File: config.mk
export PLATFORM = sky130hd
export DESIGN_NAME = find_best_neighbor
export DESIGN_NICKNAME = d
export VERILOG_FILES = /design/src/rtl/eer_rl_pkg.sv /design/src/rtl/q_max_cmp.sv /design/src/rtl/find_best_neighbor.sv
export SDC_FILE = /design/constraint.sdc
export NUM_CORES = 1
export LEC_CHECK = 0
export CAP_MARGIN = 10
export CELL_PAD_IN_SITES_DETAIL_PLACEMENT = 0
export CELL_PAD_IN_SITES_GLOBAL_PLACEMENT = 1
export CORE_ASPECT_RATIO = 1.25
export CORE_MARGIN = 5
export CORE_UTILIZATION = 28
export CTS_BUF_LIST = sky130_fd_sc_hd__clkbuf_16
export CTS_CLUSTER_SIZE = 24
export DETAILED_ROUTE_END_ITERATION = 6
export MAX_ROUTING_LAYER = met4
export PLACE_DENSITY_LB_ADDON = 0.25
export SYNTH_ARGS = -nofsm -noshare
export SYNTH_HDL_FRONTEND = slang
export SYNTH_SLANG_ARGS = --single-unit
export TNS_END_PERCENT = 20
File: constraint.sdc
create_clock -name clock -period 3.58 [get_ports clock]
set_input_delay 0.716 -clock clock [delete_from_list [all_inputs] [get_ports clock]]
set_output_delay 0.716 -clock clock [all_outputs]
set_load 0.005 [all_outputs]
File: src/rtl/eer_rl_pkg.sv
// Shared constants and FSM encoding for the EER-RL routing core neighbour scanner.
// Latency: n/a (declarations only).
// Backpressure: n/a.
package eer_rl_pkg;

  localparam int WORD_WIDTH = 16;
  localparam int ADDR_WIDTH = 11;

  localparam logic [ADDR_WIDTH-1:0] COUNT_ADDR  = 11'h274;
  localparam logic [ADDR_WIDTH-1:0] QTABLE_BASE = 11'h132;
  localparam logic [ADDR_WIDTH-1:0] MYBEST_ADDR = 11'h275;

  // Q value marking an unreachable neighbour; such entries never win.
  localparam logic [WORD_WIDTH-1:0] INVALID_Q = 16'hFFFF;

  typedef enum logic [2:0] {
    ST_IDLE,
    ST_CNT_REQ,
    ST_CNT_WAIT,
    ST_SCAN,
    ST_WB,
    ST_DONE
  } state_t;

endpackage

File: src/rtl/q_max_cmp.sv
// Decides whether a table entry replaces the running best Q.
// Latency: combinational.
// Backpressure: none.
module q_max_cmp
  import eer_rl_pkg::*;
#(
  parameter bit SIGNED_Q = 1'b0
) (
  input  logic [WORD_WIDTH-1:0] entry,
  input  logic [WORD_WIDTH-1:0] best_q,
  input  logic                  best_valid,
  output logic                  take
);

  logic greater;

  generate
    if (SIGNED_Q) begin : g_signed
      assign greater = $signed(entry) > $signed(best_q);
    end else begin : g_unsigned
      assign greater = entry > best_q;
    end
  endgenerate

  // Strict compare keeps ties on the lowest index; invalid entries never win.
  assign take = (entry != INVALID_Q) && (!best_valid || greater);

endmodule

File: src/rtl/find_best_neighbor.sv
// Scans the neighbour Q table in node memory and reports the best entry, optionally writing it back.
// Latency: start to done = 2 cycles (empty table), N+3 (no write-back), N+4 (with write-back).
// Backpressure: none; en low aborts the scan to IDLE on the next edge with no done and no write.
module find_best_neighbor
  import eer_rl_pkg::*;
#(
  parameter int MAX_NBR   = 32,
  parameter bit WRITEBACK = 1'b1,
  parameter bit SIGNED_Q  = 1'b0,
  localparam int IDX_W    = $clog2(MAX_NBR),
  localparam int CNT_W    = IDX_W + 1
) (
  input  logic                  clock,
  input  logic                  rst,
  input  logic                  en,
  input  logic                  start,
  input  logic [WORD_WIDTH-1:0] data_in,
  output logic [ADDR_WIDTH-1:0] address,
  output logic                  wr_en,
  output logic [WORD_WIDTH-1:0] data_out,
  output logic [WORD_WIDTH-1:0] best_q,
  output logic [IDX_W-1:0]      best_idx,
  output logic                  best_valid,
  output logic [CNT_W-1:0]      nbr_count,
  output logic                  clamped,
  output logic                  busy,
  output logic                  done
);

  state_t           state;
  state_t           state_nxt;

  // Two-stage read pipeline: a_* tracks the address on the bus, d_* the word on data_in.
  logic             a_vld;
  logic [CNT_W-1:0] a_idx;
  logic             d_vld;
  logic [CNT_W-1:0] d_idx;
  logic             take;
  logic             last;

  q_max_cmp #(.SIGNED_Q(SIGNED_Q)) u_cmp (
    .entry      (data_in),
    .best_q     (best_q),
    .best_valid (best_valid),
    .take       (take)
  );

  assign last     = d_vld && (d_idx == nbr_count - CNT_W'(1));
  assign busy     = (state != ST_IDLE);
  assign wr_en    = (state == ST_WB) && en;
  assign done     = (state == ST_DONE) && en;
  assign data_out = wr_en ? best_q : '0;

  // State register.
  always_ff @(posedge clock or posedge rst) begin
    if (rst) state <= ST_IDLE;
    else     state <= state_nxt;
  end

  // Next-state logic; en low sends any active state back to IDLE.
  always_comb begin
    state_nxt = state;
    case (state)
      ST_IDLE:     if (start) state_nxt = ST_CNT_REQ;
      ST_CNT_REQ:  state_nxt = ST_CNT_WAIT;
      ST_CNT_WAIT: state_nxt = (data_in == '0) ? ST_DONE : ST_SCAN;
      ST_SCAN: begin
        if (last) state_nxt = (WRITEBACK && (best_valid || take)) ? ST_WB : ST_DONE;
      end
      ST_WB:       state_nxt = ST_DONE;
      ST_DONE:     state_nxt = ST_IDLE;
      default:     state_nxt = ST_IDLE;
    endcase
    if (!en) state_nxt = ST_IDLE;
  end

  // Address generation, count latch, read pipeline and best-entry tracking.
  always_ff @(posedge clock or posedge rst) begin
    if (rst) begin
      address    <= COUNT_ADDR;
      best_q     <= '0;
      best_idx   <= '0;
      best_valid <= 1'b0;
      nbr_count  <= '0;
      clamped    <= 1'b0;
      a_vld      <= 1'b0;
      a_idx      <= '0;
      d_vld      <= 1'b0;
      d_idx      <= '0;
    end else if (en) begin
      case (state)
        ST_IDLE: begin
          if (start) begin
            address    <= COUNT_ADDR;
            best_q     <= '0;
            best_idx   <= '0;
            best_valid <= 1'b0;
            clamped    <= 1'b0;
          end
        end
        ST_CNT_WAIT: begin
          if (data_in > WORD_WIDTH'(MAX_NBR)) begin
            nbr_count <= CNT_W'(MAX_NBR);
            clamped   <= 1'b1;
          end else begin
            nbr_count <= data_in[CNT_W-1:0];
          end
          address <= QTABLE_BASE;
          a_vld   <= (data_in != '0);
          a_idx   <= '0;
          d_vld   <= 1'b0;
        end
        ST_SCAN: begin
          d_vld <= a_vld;
          d_idx <= a_idx;
          if (a_vld) begin
            if ((a_idx + CNT_W'(1)) < nbr_count) begin
              address <= address + ADDR_WIDTH'(1);
              a_idx   <= a_idx + CNT_W'(1);
            end else begin
              a_vld <= 1'b0;
            end
          end
          if (d_vld && take) begin
            best_q     <= data_in;
            best_idx   <= d_idx[IDX_W-1:0];
            best_valid <= 1'b1;
          end
          // Address must already point at the write-back slot during WB.
          if (state_nxt == ST_WB) address <= MYBEST_ADDR;
        end
        default: ;
      endcase
    end
  end

endmodule

==> impl_metrics.env, run 1 <==
export IMPL_cts_root_buf="clkbuf_16"
export IMPL_grt_pass1_vias=4426
export IMPL_yosysTopAreaCell="dfrtp_1"
export IMPL_slew_viol_final=0
export IMPL_layout_drive_gt1_share_pct=9.50
export IMPL_antenna_found_initial=0
export IMPL_drc_errors=0
export IMPL_combPwrFrac_pct=18.5
export IMPL_yosysUniqueCellTypes=51
export IMPL_cp_num_buf_inv=4
export IMPL_pin_count=79
export IMPL_cp_required_ns=2.86
export IMPL_wirelength_um=14500
export IMPL_numCtsBuffers=9
export IMPL_route_met3_wl_um=769
export IMPL_synth_edf_count=0
export IMPL_post_cts_resized=0
export IMPL_antenna_left=0
export IMPL_cts_tree="done"
export IMPL_async_reset_ff_share_pct=100
export IMPL_slew_headroom_pct=50.1
export IMPL_ctsHtreeMaxLevel=3
export IMPL_wl_per_cell_um=19.2
export IMPL_cts_setup_buffers=0
export IMPL_dr_first_iter_drc_count=325
export IMPL_route_top_layer_used="met4"
export IMPL_power_per_cell_area_nw_per_um2=364
export IMPL_layout_nets=618
export IMPL_synth_fp_nets=546
export IMPL_detailedPlacementHpwl_um=10500
export IMPL_cts_max_path_buffers=2
export IMPL_routabilityCongestion=0.807
export IMPL_die_x_um=119
export IMPL_dieArea_um2=17400
export IMPL_status="finished clean"
export IMPL_ys_ff_latch=57
export IMPL_reg2reg_from="nbr_count[0]"
export IMPL_ir_drop_mv=0.186
export IMPL_hold_viol=0
export IMPL_reg2reg_depth=8
export IMPL_initial_core_util_pct=28.6
export IMPL_rsz0062_at_grt="no"
export IMPL_ctsHoldBuffers=0
export IMPL_switching_share_pct=29.5
export IMPL_synth_area_leaders="dfrtp_1 (31%), nand4_1 (7.8%), ha_1 (7.2%), o21ai_0 (5.4%), nand2_1 (4.6%)"
export IMPL_pwr_share_seq_pct=38.7
export IMPL_firstDrtPassIters=4
export IMPL_clk_latency_ns=0.33
export IMPL_worstPathArrival_ns=2.44
export IMPL_start_kind="input port"
export IMPL_skew_ns=0.00601
export IMPL_grt_pass1_wl_um=23800
export IMPL_hp_start="a_vld"
export IMPL_min_path_cells=2
export IMPL_p_int_mw=1.40
export IMPL_setup_viol=0
export IMPL_setup_tns_ns=0
export IMPL_seq_area_frac_synth_pct=34.6
export IMPL_clock_sinks=57
export IMPL_die_h_um=146
export IMPL_grt_total_usage_pct=17.4
export IMPL_vias=4331
export IMPL_placed_area_um2=5160
export IMPL_fillerInstances=1483
export IMPL_fp_coreArea_um2=14500
export IMPL_ff_latch_area_um2=1430
export IMPL_syn_area_um2=4150
export IMPL_grt_ovfl_total=0
export IMPL_num_rows=49
export IMPL_area_growth_pct=31.4
export IMPL_post_route_period_util_pct=88.2
export IMPL_met2_length_um=7180
export IMPL_crit_cells=5
export IMPL_avgSynthCellArea_um2=8.26
export IMPL_cpMostUsedCell="clkdlybuf4s50_1"
export IMPL_clkPwrFrac_pct=42.8
export IMPL_power_leakage_nw=2.02
export IMPL_diodes=0
export IMPL_min_delay_path_class="flip-flop to flip-flop"
export IMPL_synth_warnings=0
export IMPL_multi_input_area_um2=2430
export IMPL_crit_slowest_cell="clkdlybuf4s50_1"
export IMPL_synth_top_cells_by_count="dfrtp_1 (52), nand4_1 (52), nand2_1 (51), o21ai_0 (45), inv_1 (35)"
export IMPL_port_buffers=78
export IMPL_tightestPinTransition_ns=0.749
export IMPL_synthCells=502
export IMPL_max_stage_delay_ns=0.59
export IMPL_endpoint_kind="primary output"
export IMPL_synth_top_area_share_pct=31.4
export IMPL_clkTransAtPathRegs_ns=0.05
export IMPL_crit_chain="clkdlybuf4s50_1, clkinv_1, buf_4, nor4_1, clkdlybuf4s50_1"
export IMPL_finish_utilization_pct=37.7
export IMPL_ys_flop_type="dfrtp_1"
export IMPL_whs_endpoint="a_vld"
export IMPL_cap_violations=0
export IMPL_fmax_mhz=317
export IMPL_layout_min_cycle_time_ns=3.16
export IMPL_worst_path_max_fanout=18
export IMPL_r2r_slack_ns=0.74
export IMPL_crit_type="input port to primary output"
export IMPL_critical_path_top_delay_family="buffers and inverters"
export IMPL_fin_area_um2=5450
export IMPL_timing_rr_end="nbr_count[0]"
export IMPL_grt_max_degree=65
export IMPL_vias_per_cell=5.72
export IMPL_met1_length_um=6240
export IMPL_p_switching_mw=0.585
power by group through the flow:
stage                     registers, mW  clock network, mW  logic (mW)
after CTS                         0.767              0.862       0.369
after global placement            0.777                  0       0.361
after detailed placement          0.777                  0       0.367
final                             0.767              0.849       0.366
after floorplan                   0.756                  0       0.221
after global routing              0.776              0.889       0.413
cell usage in the layout (no fill, tap or decap), drive strengths merged, types with 3 or more instances in the layout:
| cell | instances |
|---|---|
| a21o | 8 |
| nand3 | 14 |
| o311ai | 21 |
| and2 | 4 |
| dfstp | 5 |
| inv | 35 |
| nor4 | 24 |
| nor2b | 4 |
| buf | 19 |
| nand2b | 6 |
| nor2 | 16 |
| o21a | 4 |
| o21ai | 51 |
| xor2 | 3 |
| a31oi | 23 |
| clkdlybuf4s50 | 78 |
| nand4 | 52 |
| clkinv | 7 |
| xnor2 | 7 |
| dfrtp | 52 |
| ha | 24 |
| nand2 | 51 |
| nor3 | 10 |
| mux2 | 7 |
| and3 | 3 |
| a22oi | 3 |
| clkbuf | 9 |
| a21oi | 11 |
layout make-up:
cell class,instances,area share (%)
clock buffer,9,4.13
clock inverter,7,1.13
inverter,37,2.55
multi-input combinational,372,44.6
sequential,57,26.3
tap,178,4.09
timing repair buffer,97,17.2
state kept, by name, summed over array words and instances (netlist names):
| signal | flops |
|---|---|
| best_q | 16 |
| a_vld | 1 |
| best_valid | 1 |
| a_idx | 6 |
| state | 3 |
| d_vld | 1 |
| clamped | 1 |
| nbr_count | 6 |
| best_idx | 5 |
| d_idx | 6 |
| address | 11 |
cells by family after synthesis:
group | count (synthesis) | synth area share (%)
compound gates | 141 | 22.4
buf+inv | 73 | 7.12
simple gates | 189 | 24.4
fa+ha+maj | 24 | 7.24
xor+xnor | 10 | 2.11
mux | 8 | 2.14
flops | 57 | 34.6
metrics by stage:
stage	hold slack [ns]	cells	power [mW]	worst slack (ns)
5_1_grt	0.514	757	2.08	0.316
6_report	0.486	757	1.98	0.424
3_3_place_gp	0.462	741	1.14	0.408
2_1_floorplan	0.449	502	0.977	1.17
4_1_cts	0.482	757	2.00	0.418
3_5_place_dp	0.471	741	1.14	0.409
worst reg2reg max path, cell delays in order (launching register included):
cell and delay, ns:
dfrtp_1 0.49, inv_1 0.10, ha_1 0.24, nor2b_1 0.14, o311a_1 0.37, nor4_4 0.53, a32o_2 0.46, nand3_1 0.23
o21ai_0 0.20
worst max path at each step:
stage	startpoint	end	slack, ns
2_1_floorplan	nbr_count[0]	address[10]	1.17
3_3_place_gp	en	data_out[15]	0.41
3_5_place_dp	en	data_out[5]	0.41
4_1_cts	en	data_out[5]	0.42
5_1_grt	en	data_out[0]	0.32
6_report	en	data_out[5]	0.42
routing by layer:
layer / global-route usage (%) / up-vias
li1: - / 2063
met1: 20.9 / 2122
met2: 28.9 / 121
met3: 3.13 / 25
met4: 6.49 / 0
met5: - / -
No activity file was read; power rests on OpenSTA's default activity.
==> inputs of run 2 (changes only) <==
Settings changed: SYNTH_HIERARCHICAL set to 1.
==> run 2 against run 1 <==
Synthesized cell count is 13% lower. Highest routed layer unchanged. Clock-buffer cell count unchanged. Sequential cell count unchanged. Utilization rose by 2.1 points. Global-route usage decreased by 1.8 points. Synthesized area down 13%. Non-clock buffer count rose by 5. Via count is 22% lower. Fmax down 5.8%.
==> impl_metrics.env, run 2 <==
export IMPL_status="finished clean"
export IMPL_synth_top_area_share_pct=36.3
export IMPL_wl_per_cell_um=15.9
export IMPL_num_rows=46
export IMPL_detailedPlacementHpwl_um=8430
export IMPL_initial_core_util_pct=28.5
export IMPL_fin_area_um2=5010
export IMPL_cap_violations=0
export IMPL_synthCells=435
export IMPL_avgSynthCellArea_um2=8.25
export IMPL_post_cts_resized=0
export IMPL_grt_ovfl_total=0
export IMPL_slew_viol_final=0
export IMPL_yosysUniqueCellTypes=56
export IMPL_antenna_left=0
export IMPL_hold_viol=0
export IMPL_firstDrtPassIters=4
export IMPL_clock_sinks=57
export IMPL_clkTransAtPathRegs_ns=0.05
export IMPL_vias_per_cell=4.80
export IMPL_skew_ns=0.00663
export IMPL_setup_tns_ns=0
export IMPL_async_reset_ff_share_pct=100
export IMPL_placed_area_um2=4700
export IMPL_ctsHoldBuffers=0
export IMPL_reg2reg_from="nbr_count[0]"
export IMPL_yosysTopAreaCell="dfrtp_1"
export IMPL_switching_share_pct=27.4
export IMPL_layout_nets=574
export IMPL_ys_ff_latch=57
export IMPL_place_ws_ns=-0.0742
export IMPL_power_per_cell_area_nw_per_um2=409
export IMPL_worstPathArrival_ns=3.63
export IMPL_cp_required_ns=3.86
export IMPL_pin_count=79
export IMPL_synth_warnings=6
export IMPL_p_switching_mw=0.562
export IMPL_tightestPinTransition_ns=0.757
export IMPL_antenna_found_initial=0
export IMPL_vias=3374
export IMPL_min_path_cells=2
export IMPL_layout_min_cycle_time_ns=3.35
export IMPL_rsz0062_at_grt="no"
export IMPL_grt_total_usage_pct=15.5
export IMPL_port_buffers=78
export IMPL_layout_drive_gt1_share_pct=12.0
export IMPL_dieArea_um2=15200
export IMPL_grt_max_degree=45
export IMPL_crit_type="input port to flip-flop"
export IMPL_wirelength_um=11200
export IMPL_setup_viol=0
export IMPL_hp_start="best_idx[0]"
export IMPL_min_delay_path_class="flip-flop to flip-flop"
export IMPL_diodes=0
export IMPL_slew_headroom_pct=49.4
export IMPL_area_growth_pct=39.7
export IMPL_fp_coreArea_um2=12600
export IMPL_fmax_mhz=298
export IMPL_clkPwrFrac_pct=44.4
export IMPL_critical_path_top_delay_family="simple AND/OR/NAND/NOR gates"
export IMPL_routabilityCongestion=0.846
export IMPL_fillerInstances=1285
export IMPL_ir_drop_mv=0.209
export IMPL_yosysMostFrequentCell="nand2_1"
export IMPL_grt_pass1_wl_um=18200
export IMPL_synth_fp_nets=479
export IMPL_mostFrequentLayoutCell="nand2_1"
export IMPL_seq_area_frac_synth_pct=39.9
export IMPL_timing_rr_end="address[3]"
export IMPL_post_route_period_util_pct=93.6
export IMPL_synth_edf_count=0
export IMPL_combPwrFrac_pct=18.7
export IMPL_grt_pass1_vias=3465
export IMPL_syn_area_um2=3590
export IMPL_final_cell_mix="nand2_1 (88), clkdlybuf4s50_1 (78), dfrtp_1 (52)"
export IMPL_crit_chain="clkdlybuf4s50_1, ha_1, nand4_1, nand2b_2, a211oi_2, a2111oi_2, a21oi_1, o21ai_0, or4b_2, a31oi_1, mux2_2"
export IMPL_clk_latency_ns=0.33
export IMPL_max_stage_delay_ns=0.74
export IMPL_start_kind="input port"
export IMPL_cts_max_path_buffers=2
export IMPL_die_h_um=137
export IMPL_ctsHtreeMaxLevel=3
export IMPL_worst_path_max_fanout=6
export IMPL_p_int_mw=1.49
export IMPL_cts_tree="done"
export IMPL_dr_first_iter_drc_count=138
export IMPL_power_leakage_nw=2.04
export IMPL_pwr_share_seq_pct=36.9
export IMPL_setup_ws_ns=0.229
export IMPL_crit_slowest_cell="or4b_2"
export IMPL_ys_flop_type="dfrtp_1"
export IMPL_drc_errors=0
export IMPL_endpoint_kind="flip-flop"
export IMPL_cts_setup_buffers=0
export IMPL_cts_root_buf="clkbuf_16"
export IMPL_reg2reg_depth=8
export IMPL_whs_ns=0.479
export IMPL_max_flop_register="best_q"
export IMPL_r2r_slack_ns=0.60
export IMPL_numCtsBuffers=9
export IMPL_cp_num_buf_inv=1
export IMPL_die_x_um=111
export IMPL_largest_reg_flops=16
export IMPL_reg_top3="best_q (16), address (11)"
export IMPL_synth_area_leaders="dfrtp_1 (36%), nand2_1 (9.2%), ha_1 (8.4%), o21ai_0 (6.0%), dfstp_2 (3.7%)"
export IMPL_whs_endpoint="best_idx[0]"
export IMPL_synth_top_cells_by_count="nand2_1 (88), dfrtp_1 (52), o21ai_0 (43), inv_1 (30), ha_1 (24)"
run 2: cell types whose count changed after synthesis, sizes merged, moves of 13 or more:
cell,before,now
nor4,24,2
clkbuf,30,15
nand4,52,10
o311ai,21,1
and2,4,17
a31oi,23,6
nand2,51,88
run 2: layout make-up:
class                      instances  area, um^2  share of cell area (%)
timing repair buffer             102         973                    19.4
tap                              168         210                    4.19
clock buffer                       9         225                    4.49
multi-input combinational        330        1970                    39.4
sequential                        57        1430                    28.6
clock inverter                     7        86.3                    1.72
inverter                          30         113                    2.25
run 2: kinds of logic (layout without fill, tap and decap cells):
| kind of cell | after synthesis | in the layout | synth area share (%) |
|---|---|---|---|
| fa+ha+maj | 24 | 24 | 8.37 |
| buf+inv | 48 | 148 | 5.13 |
| mux | 2 | 2 | 0.628 |
| simple gates | 194 | 194 | 26.2 |
| compound gates | 99 | 99 | 17.1 |
| xor+xnor | 11 | 11 | 2.68 |
| flops | 57 | 57 | 39.9 |
run 2: how the worst max path moves through the flow:
stage | end | slack [ns] | start | cells after the start
floorplan | address[4] | 0.60 | data_in[15] | 11
global placement | address[4] | 0.007 | data_in[15] | 11
detailed placement | address[5] | -0.07 | data_in[15] | 11
CTS | address[5] | 0.27 | data_in[15] | 11
global route | address[5] | 0.09 | data_in[14] | 11
finish | address[4] | 0.23 | data_in[15] | 11
run 2: per-layer routing:
layer,track usage [%],vias up,wire length [um]
met3,3.10,9,420
met5,-,-,0
li1,-,1703,-
met2,27.2,89,5580
met4,4.67,0,143
met1,18.1,1573,5010
run 2: worst register-to-register path, stage by stage (launching register included):
cell and delay, ns:
dfrtp_1 0.48, inv_1 0.12, ha_1 0.23, and2_4 0.15
o21a_1 0.17, o31a_1 0.28, or4_1 0.66, or3_1 0.56
a22o_1 0.23
run 2: per-stage QoR:
| stage | utilization (%) | total power [mW] | cells |
|---|---|---|---|
| after floorplan | - | 0.950 | 435 |
| after CTS | 39.8 | 2.08 | 703 |
| after global placement | 37.3 | 1.15 | 687 |
| final | 39.8 | 2.05 | 703 |
| after global routing | 39.8 | 2.15 | 703 |
| after detailed placement | 37.3 | 1.15 | 687 |
run 2: power groups by stage:
stage	Clock (mW)	Sequential (mW)	Combinational [mW]
after floorplan	0	0.747	0.204
after global placement	0	0.767	0.383
after detailed placement	0	0.766	0.387
after CTS	0.930	0.756	0.390
after global routing	0.955	0.765	0.428
final	0.910	0.756	0.383
==> inputs of run 3 (changes only) <==
Settings changed: CTS_CLUSTER_DIAMETER set to 60, SKIP_CTS_REPAIR_TIMING set to 1.
==> results of run 3 <==
Final layout, timing and power as in run 2 (identical DEF).
